$ cat src/rtl/fetch_buffer.sv
// Instruction fetch buffer: issues in-order fetch requests under a credit limit, tags each
// returned word with its PC, and queues it for decode. A redirect flushes the buffer and discards old-path responses.
module fetch_buffer #(
    parameter int          DEPTH    = 2,
    parameter logic [31:0] RESET_PC = 32'h0000_0200
) (
    input  logic        clk,
    input  logic        rst,
    input  logic        redirect,
    input  logic [31:0] redirect_pc,
    output logic        imem_req,
    output logic [31:0] imem_addr,
    input  logic        imem_gnt,
    input  logic        imem_rvalid,
    input  logic [31:0] imem_rdata,
    input  logic        imem_fault,
    output logic        instr_valid,
    output logic [31:0] instr,
    output logic [31:0] instr_pc,
    output logic        instr_fault,
    input  logic        decode_ready
);

    localparam int AW = $clog2(DEPTH);
    localparam int CW = AW + 1;

    logic [CW-1:0] count_reg, count_next;
    logic [CW-1:0] outstanding_reg, outstanding_next;
    logic [CW-1:0] drop_reg, drop_next;
    logic [AW-1:0] rd_ptr_reg, wr_ptr_reg;
    logic [31:0]   fetch_pc_reg, resp_pc_reg;

    logic [31:0]   data_mem [DEPTH];
    logic [31:0]   pc_mem   [DEPTH];
    logic          fault_mem[DEPTH];
    logic [DEPTH-1:0] entry_wen;

    logic [CW:0]   occupancy;
    logic          grant, drop_hit, push, pop;

    // Outstanding fetches plus buffered entries may never exceed DEPTH, so a response always has a slot.
    assign occupancy = {1'b0, outstanding_reg} + {1'b0, count_reg};
    assign imem_req  = !rst && !redirect && (occupancy < (CW+1)'(DEPTH));
    assign imem_addr = fetch_pc_reg;

    assign grant    = imem_req && imem_gnt;
    assign drop_hit = imem_rvalid && (drop_reg != '0);
    assign push     = imem_rvalid && !drop_hit && !redirect;
    assign pop      = instr_valid && decode_ready && !redirect;

    assign instr_valid = (count_reg != '0);
    assign instr       = instr_valid ? data_mem[rd_ptr_reg]  : '0;
    assign instr_pc    = instr_valid ? pc_mem[rd_ptr_reg]    : '0;
    assign instr_fault = instr_valid ? fault_mem[rd_ptr_reg] : 1'b0;

    always_comb begin
        outstanding_next = outstanding_reg + CW'(grant) - CW'(imem_rvalid);
        drop_next        = drop_reg - CW'(drop_hit);
        count_next       = count_reg + CW'(push) - CW'(pop);
        if (redirect) begin
            // Every request still in flight after this edge belongs to the old path.
            drop_next  = outstanding_next;
            count_next = '0;
        end
    end

    always_ff @(posedge clk or posedge rst) begin
        if (rst) begin
            count_reg       <= '0;
            outstanding_reg <= '0;
            drop_reg        <= '0;
            rd_ptr_reg      <= '0;
            wr_ptr_reg      <= '0;
            fetch_pc_reg    <= RESET_PC;
            resp_pc_reg     <= RESET_PC;
        end else begin
            count_reg       <= count_next;
            outstanding_reg <= outstanding_next;
            drop_reg        <= drop_next;
            if (redirect) begin
                rd_ptr_reg   <= '0;
                wr_ptr_reg   <= '0;
                fetch_pc_reg <= redirect_pc;
                resp_pc_reg  <= redirect_pc;
            end else begin
                if (pop)   rd_ptr_reg   <= rd_ptr_reg + AW'(1);
                if (push)  wr_ptr_reg   <= wr_ptr_reg + AW'(1);
                if (grant) fetch_pc_reg <= fetch_pc_reg + 32'd4;
                if (push)  resp_pc_reg  <= resp_pc_reg + 32'd4;
            end
        end
    end

    generate
        for (genvar gi = 0; gi < DEPTH; gi++) begin : g_wen
            assign entry_wen[gi] = push && (wr_ptr_reg == AW'(gi));
        end
    endgenerate

    // Storage needs no reset: outputs are masked by instr_valid.
    always_ff @(posedge clk) begin
        for (int i = 0; i < DEPTH; i++) begin
            if (entry_wen[i]) begin
                data_mem[i]  <= imem_rdata;
                pc_mem[i]    <= resp_pc_reg;
                fault_mem[i] <= imem_fault;
            end
        end
    end

endmodule

$ cat config.mk
export PLATFORM = sky130hd
export DESIGN_NAME = fetch_buffer
export DESIGN_NICKNAME = d
export VERILOG_FILES = /design/src/rtl/fetch_buffer.sv
export SDC_FILE = /design/constraint.sdc
export NUM_CORES = 1
export LEC_CHECK = 0
export ABC_AREA = 1
export CORE_ASPECT_RATIO = 1.4
export CORE_UTILIZATION = 45
export CTS_CLUSTER_SIZE = 8
export DETAILED_ROUTE_END_ITERATION = 10
export PLACE_DENSITY = 0.81
export SLEW_MARGIN = 15
export SYNTH_ARGS = -nofsm -noshare
export SYNTH_HDL_FRONTEND = slang
export SYNTH_SLANG_ARGS = --single-unit
$ cat constraint.sdc
create_clock -name clk -period 8.45 [get_ports clk]
set_clock_uncertainty 0.15 [all_clocks]
set_input_delay 1.69 -clock clk [delete_from_list [all_inputs] [get_ports clk]]
set_output_delay 1.69 -clock clk [all_outputs]
set_load 0.01 [all_outputs]
==> results of run 1 <==
## kinds of logic after synthesis
logic type | share of synthesized area, %
buffers and inverters | 6.04
AND/OR/NAND/NOR | 24.2
flip-flops | 58.9
AO/OA/AOI/OAI | 7.54
adder cells (fa/ha/maj) | 1.11
XOR/XNOR | 2.26
## stage by stage
step           utilization, %  setup WS [ns]  power, mW  hold WS (ns)
2_1_floorplan               -           2.84       1.75         0.292
3_3_place_gp             54.8           2.87       2.10         0.310
3_5_place_dp             54.8           2.89       2.13         0.317
4_1_cts                  58.7           2.88       3.16         0.329
5_1_grt                  58.7           2.78       3.29         0.343
6_report                 58.7           2.96       3.14         0.338
## final cells by class
cell class,count,area share (%)
flip-flops and latches,202,46.1
multi-input cells,720,27.6
repair buffers,175,14.0
clock buffers,49,6.46
inverters,102,3.16
well taps,260,2.63
clock inverters,1,0.0707
## cell usage after synthesis, drive strengths merged
| cell | number | area share (%) |
|---|---|---|
| edfxtp | 130 | 40 |
| o21bai | 6 | 0.46 |
| a21o | 1 | 0.077 |
| buf | 27 | 1.6 |
| nor3b | 2 | 0.21 |
| inv | 102 | 4.0 |
| nor2 | 78 | 3.7 |
| or2 | 1 | 0.065 |
| a31oi | 6 | 0.39 |
| nand3 | 63 | 3.5 |
| a21oi | 74 | 3.8 |
| fa | 1 | 0.21 |
| xnor2 | 8 | 0.72 |
| o221ai | 2 | 0.18 |
| o21ai | 37 | 1.9 |
| clkbuf | 10 | 0.39 |
| nor3 | 10 | 0.68 |
| xor2 | 17 | 1.5 |
| o211ai | 9 | 0.70 |
| dfrtp | 70 | 18 |
| nand4 | 10 | 0.65 |
| ha | 7 | 0.90 |
| dfstp | 2 | 0.54 |
| nand2 | 388 | 15 |
## worst paths after layout
| kind | cells past startpoint | endpoint | startpoint | slack (ns) |
|---|---|---|---|---|
| hold reg to reg | 0 | pc_mem[0][1] | resp_pc_reg[1] | 0.34 |
| setup / recovery | 6 | imem_req | rst | 2.96 |
| max in group asynchronous | 3 | rd_ptr_reg | rst | 5.84 |
| hold / removal | 0 | pc_mem[0][1] | resp_pc_reg[1] | 0.34 |
| setup reg to reg | 4 | pc_mem[0][29] | drop_reg[1] | 5.55 |
| min in group asynchronous | 3 | outstanding_reg[0] | rst | 1.63 |
## power groups by stage
| stage | clock (mW) | sequential [mW] | combinational (mW) |
|---|---|---|---|
| final | 1.03 | 1.33 | 0.785 |
| after floorplan | 0 | 1.31 | 0.439 |
| after detailed placement | 0 | 1.34 | 0.788 |
| after CTS | 1.05 | 1.32 | 0.795 |
| after global placement | 0 | 1.33 | 0.768 |
| after global routing | 1.09 | 1.34 | 0.865 |
## worst max-delay path: cells and delay by family
family / cells / cell delay, ns
simple gates: 1 / 0.14
buf+inv: 5 / 1.81
## routing by layer
metal / GRT usage (%) / vias to the layer above / routed length [µm] / part of all wire (%)
li1: - / 3827 / - / -
met1: 25.8 / 3713 / 9350 / 38
met2: 39.4 / 335 / 12400 / 51
met3: 3.35 / 71 / 1690 / 6.9
met4: 9.99 / 0 / 931 / 3.8
met5: 0 / - / 0 / 0
==> flow_metrics.py, run 1 <==
metrics = {
    "place": {
        "gp_congestion": 0.894,
        "numPortBuffers": 169,
        "place_inst": 1459,
        "hpwlAfterDp_mm": 16.3,
        "placed_cell_area_um2": 11600,
    },
    "pwr": {
        "p_leak_nw": 5.00,
        "irDropWorstVdd_v": 0.000165,
        "seq_power_share_pct": 42.2,
        "power.switching_mw": 0.968,
        "share_comb_of_total_power_pct": 25.0,
        "share_clk_of_total_power_pct": 32.8,
        "cellPowerDensity_nw_per_um2": 253,
        "power.switching_fraction_pct": 30.8,
        "cell_internal_pwr_mw": 2.17,
    },
    "sta": {
        "grt_setup_unrepaired": "no",
        "final.period_utilization_pct": 65.0,
        "maxSlewHeadroom_pct": 33.9,
        "report.final.setup_viol": 0,
        "maxSlewViolCount": 0,
        "worst-slew-pin-transition_ns": 0.992,
        "finalWorstPathRequiredPeriod_ns": 5.49,
        "timing.fmax_mhz": 182,
        "setup-tns-final_ns": 0,
        "number_of_hold_slack_violations_in_the_final_timing_report": 0,
    },
    "clock_tree": {
        "cts_buffer_depth": 3,
        "cts-root-buf": "sky130_fd_sc_hd__clkbuf_16",
        "post_cts_hold_buffer_count": 0,
        "clk_pin_slew_worst_paths_ns": 0.05,
        "clock-sinks": 202,
        "ctsResizeCount": 0,
        "postCtsSetupRepairBufs": 0,
        "tritoncts.num_buffers": 29,
        "tritoncts": "done",
        "clock_tree.htree_level_count": 1,
        "clk-insertion-delay-late_ns": 0.52,
    },
    "global_route": {
        "gr-total-overflow": 0,
        "first_global_vias": 7788,
        "grt_max_degree": 74,
        "grt_first_pass_wirelength_mm": 38.9,
        "grt_resource_usage_total_pct": 22.0,
        "number_of_antenna_violations_at_the_first_check_in_global_routing": 0,
    },
    "layout": {
        "ff_latch_area_um2": 5710,
        "stdcell_count": 1509,
        "layout-drive-gt1-share_pct": 6.73,
        "reg.largest.list": "data_mem x64, pc_mem x64",
        "fillerInstances": 1761,
        "most-common-layout-cells": "sky130_fd_sc_hd__nand2_1, sky130_fd_sc_hd__clkdlybuf4s50_1, sky130_fd_sc_hd__edfxtp_1, sky130_fd_sc_hd__inv_1, sky130_fd_sc_hd__a21oi_1",
        "antenna_cells": 0,
        "finalNetCount": 1309,
        "multi_input_area_um2": 3420,
        "finish.instance_area_um2": 12400,
        "synth_to_layout_area_growth_pct": 27.8,
        "layout_commonest_cell": "sky130_fd_sc_hd__nand2_1",
    },
    "setup_path": {
        "critical_path_arrival_ns": 3.65,
        "critical_path.cell_chain": "clkdlybuf4s50_1, inv_2, buf_4, nand3_2, inv_2, clkdlybuf4s50_1",
        "required_ns": 6.61,
        "timing_worst_setup_path_type": "primary input to primary output",
        "crit_path_max_incr_delay_ns": 0.71,
        "critical_path.startpoint_type": "primary input",
        "nature_of_the_critical_path_endpoint": "primary output",
        "worst-path-max-fanout": 73,
        "crit_slowest_cell": "sky130_fd_sc_hd__buf_4",
    },
    "floorplanning": {
        "die_area_um2": 22100,
        "num_rows": 63,
        "floorplan.io_pins": 170,
        "placeableCoreArea_um2": 21100,
        "start_util_pct": 45.9,
        "die_w_um": 126,
        "fp.dieH_um": 176,
    },
    "routing": {
        "final_antenna_net_count": 0,
        "wl_mm": 24.4,
        "detailroute.via_count": 7946,
        "drtIter0Drc": 632,
        "route.detailed.drc": 0,
        "drt-pass1-iter-count": 7,
        "post_drt_via_cell_ratio": 5.27,
        "post_drt_wl_per_cell_um": 16.2,
    },
    "synthesis": {
        "yosys.cell_types.count": 38,
        "synth_warnings": 0,
        "netlist_instances": 1061,
        "synth_seq_cells": 202,
        "synth.avg_cell_area_um2": 9.14,
        "synth.net_count": 1140,
        "synth.yosys.seq_area_share_pct": 58.9,
        "synth_area_um2": 9700,
    },
    "outcome": {
        "outcome": "finished, final reports clean",
    },
    "job": {
        "timing.max_cap.violations": 0,
    },
    "min_path": {
        "worst_hold_path_type": "register to register",
    },
}
(Power assumes the default switching activity.)
==> run 2: changes to the inputs <==
Clock period 8.45 ns to 5.6 ns, I/O delays scaled along.
==> run 2 against run 1 <==
Net effect: highest routed layer unchanged; clock power grew 51%; via count shrank 1.0%; flip-flop and latch count is the same; non-clock buffer count grew 2; die area is the same; largest power group unchanged; critical path type is now register to primary output.
==> flow_metrics.py, run 2 (synthesis results as in run 1) <==
metrics = {
    "setup_path": {
        "reg2reg_to": "drop_reg[1]",
        "nature_of_the_critical_path_endpoint": "primary output",
        "crit_path_max_incr_delay_ns": 0.71,
        "critical_path.cell_chain": "nor2_4, buf_4, a21oi_1, clkdlybuf4s50_1",
        "critical_path.startpoint_type": "register",
        "timing_worst_setup_path_type": "register to primary output",
        "critical_path.reg2reg.startpoint": "count_reg[0]",
        "required_ns": 4.33,
        "crit_slowest_cell": "sky130_fd_sc_hd__nor2_4",
        "critical_path_arrival_ns": 2.77,
        "worst-r2r-cell-count": 14,
        "timing.critical_path.from": "count_reg[1]",
        "worst-path-max-fanout": 39,
        "critical_path.endpoint": "instr_pc[20]",
        "reg2reg_slack_ns": 2.95,
    },
    "clock_tree": {
        "tritoncts": "done",
        "clk-insertion-delay-late_ns": 0.53,
        "clk_pin_slew_worst_paths_ns": 0.05,
        "ctsResizeCount": 0,
        "cts_buffer_depth": 3,
        "postCtsSetupRepairBufs": 0,
        "tritoncts.num_buffers": 29,
        "post_cts_hold_buffer_count": 0,
        "clock-sinks": 202,
        "clock_tree.htree_level_count": 1,
        "cts-root-buf": "sky130_fd_sc_hd__clkbuf_16",
    },
    "sta": {
        "grt_setup_unrepaired": "no",
        "final.hold.worst_slack_ns": 0.325,
        "maxSlewHeadroom_pct": 25.9,
        "maxSlewViolCount": 0,
        "worst-slew-pin-transition_ns": 1.11,
        "timing.fmax_mhz": 248,
        "final.period_utilization_pct": 72.1,
        "number_of_hold_slack_violations_in_the_final_timing_report": 0,
        "setup-tns-final_ns": 0,
        "report.final.setup_viol": 0,
        "finalWorstPathRequiredPeriod_ns": 4.04,
    },
    "place": {
        "hpwlAfterDp_mm": 16.9,
        "placed_cell_area_um2": 11600,
        "numPortBuffers": 169,
        "place_inst": 1461,
        "gp_congestion": 0.879,
    },
    "floorplanning": {
        "num_rows": 63,
        "die_area_um2": 22100,
        "floorplan.io_pins": 170,
        "placeableCoreArea_um2": 21100,
        "die_w_um": 126,
        "start_util_pct": 45.9,
        "fp.dieH_um": 176,
    },
    "global_route": {
        "gr-total-overflow": 0,
        "number_of_antenna_violations_at_the_first_check_in_global_routing": 0,
        "first_global_vias": 7766,
        "grt_max_degree": 73,
        "grt_first_pass_wirelength_mm": 39.1,
        "grt_resource_usage_total_pct": 22.3,
    },
    "layout": {
        "layout_commonest_cell": "sky130_fd_sc_hd__nand2_1",
        "antenna_cells": 0,
        "finish.instance_area_um2": 12400,
        "finalNetCount": 1311,
        "stdcell_count": 1513,
        "reg.largest.list": "data_mem x64, pc_mem x64",
        "layout-drive-gt1-share_pct": 6.94,
        "most-common-layout-cells": "sky130_fd_sc_hd__nand2_1, sky130_fd_sc_hd__clkdlybuf4s50_1, sky130_fd_sc_hd__edfxtp_1, sky130_fd_sc_hd__inv_1, sky130_fd_sc_hd__a21oi_1",
        "fillerInstances": 1764,
        "synth_to_layout_area_growth_pct": 28.1,
    },
    "pwr": {
        "power.switching_fraction_pct": 30.7,
        "seq_power_share_pct": 42.2,
        "share_comb_of_total_power_pct": 25.0,
        "cell_internal_pwr_mw": 3.29,
        "p_leak_nw": 5.02,
        "irDropWorstVdd_v": 0.000309,
        "finalPower_mw": 4.74,
        "power.switching_mw": 1.45,
        "share_clk_of_total_power_pct": 32.8,
        "cellPowerDensity_nw_per_um2": 382,
    },
    "routing": {
        "post_drt_via_cell_ratio": 5.20,
        "drtIter0Drc": 642,
        "wl_mm": 24.3,
        "route.detailed.drc": 0,
        "post_drt_wl_per_cell_um": 16.1,
        "detailroute.via_count": 7864,
        "final_antenna_net_count": 0,
        "drt-pass1-iter-count": 5,
    },
    "outcome": {
        "outcome": "finished, final reports clean",
    },
    "job": {
        "timing.max_cap.violations": 0,
    },
    "min_path": {
        "worst_hold_path_type": "register to register",
    },
}
[run 2: layout make-up]
cell class,instances,area [µm²],area share [%]
timing repair buffer,177,1750,14.1
clock inverter,2,17.5,0.141
tap,260,325,2.62
inverter,102,390,3.14
sequential,202,5710,46.0
multi-input combinational,720,3420,27.6
clock buffer,50,805,6.48
[run 2: worst min-delay path by stage]
| stage | end | depth (start not counted) | start | slack, ns |
|---|---|---|---|---|
| 2_1_floorplan | pc_mem[0][0] | 0 | resp_pc_reg[0] | 0.29 |
| 3_3_place_gp | pc_mem[0][1] | 0 | resp_pc_reg[1] | 0.30 |
| 3_5_place_dp | imem_addr[0] | 2 | imem_addr[0] | 0.32 |
| 4_1_cts | imem_addr[0] | 2 | imem_addr[0] | 0.33 |
| 5_1_grt | pc_mem[1][1] | 0 | resp_pc_reg[1] | 0.33 |
| 6_report | pc_mem[1][1] | 0 | resp_pc_reg[1] | 0.33 |
[run 2: metal layers]
layer  vias to the layer above  GRT usage (%)  share of wire, %
met4                         0           9.69               3.6
met5                         -              0                 0
li1                       3830              -                 -
met3                        55           2.83               5.3
met2                       280           39.7                51
met1                      3699           27.1                40
[run 2: through the flow]
| stage | utilization (%) | setup WS, ns |
|---|---|---|
| global route | 58.8 | 1.40 |
| floorplan | - | 0.557 |
| CTS | 58.8 | 1.54 |
| finish | 58.8 | 1.56 |
| detailed placement | 54.9 | 1.73 |
| global placement | 54.9 | 1.78 |
[run 2: worst max-delay path, delay by kind of cell, from the launching register on]
kind,cells,cell delay (ns)
buffers and inverters,2,0.93
and+or+nand+nor,1,0.71
DFF,1,0.44
AOI/OAI and AO/OA,1,0.13
[run 2: power by group through the flow]
stage / Sequential [mW] / Combinational (mW) / Clock (mW)
4_1_cts: 2.00 / 1.19 / 1.58
3_5_place_dp: 2.02 / 1.19 / 0
5_1_grt: 2.02 / 1.31 / 1.65
3_3_place_gp: 2.01 / 1.16 / 0
2_1_floorplan: 1.98 / 0.662 / 0
6_report: 2.00 / 1.18 / 1.56
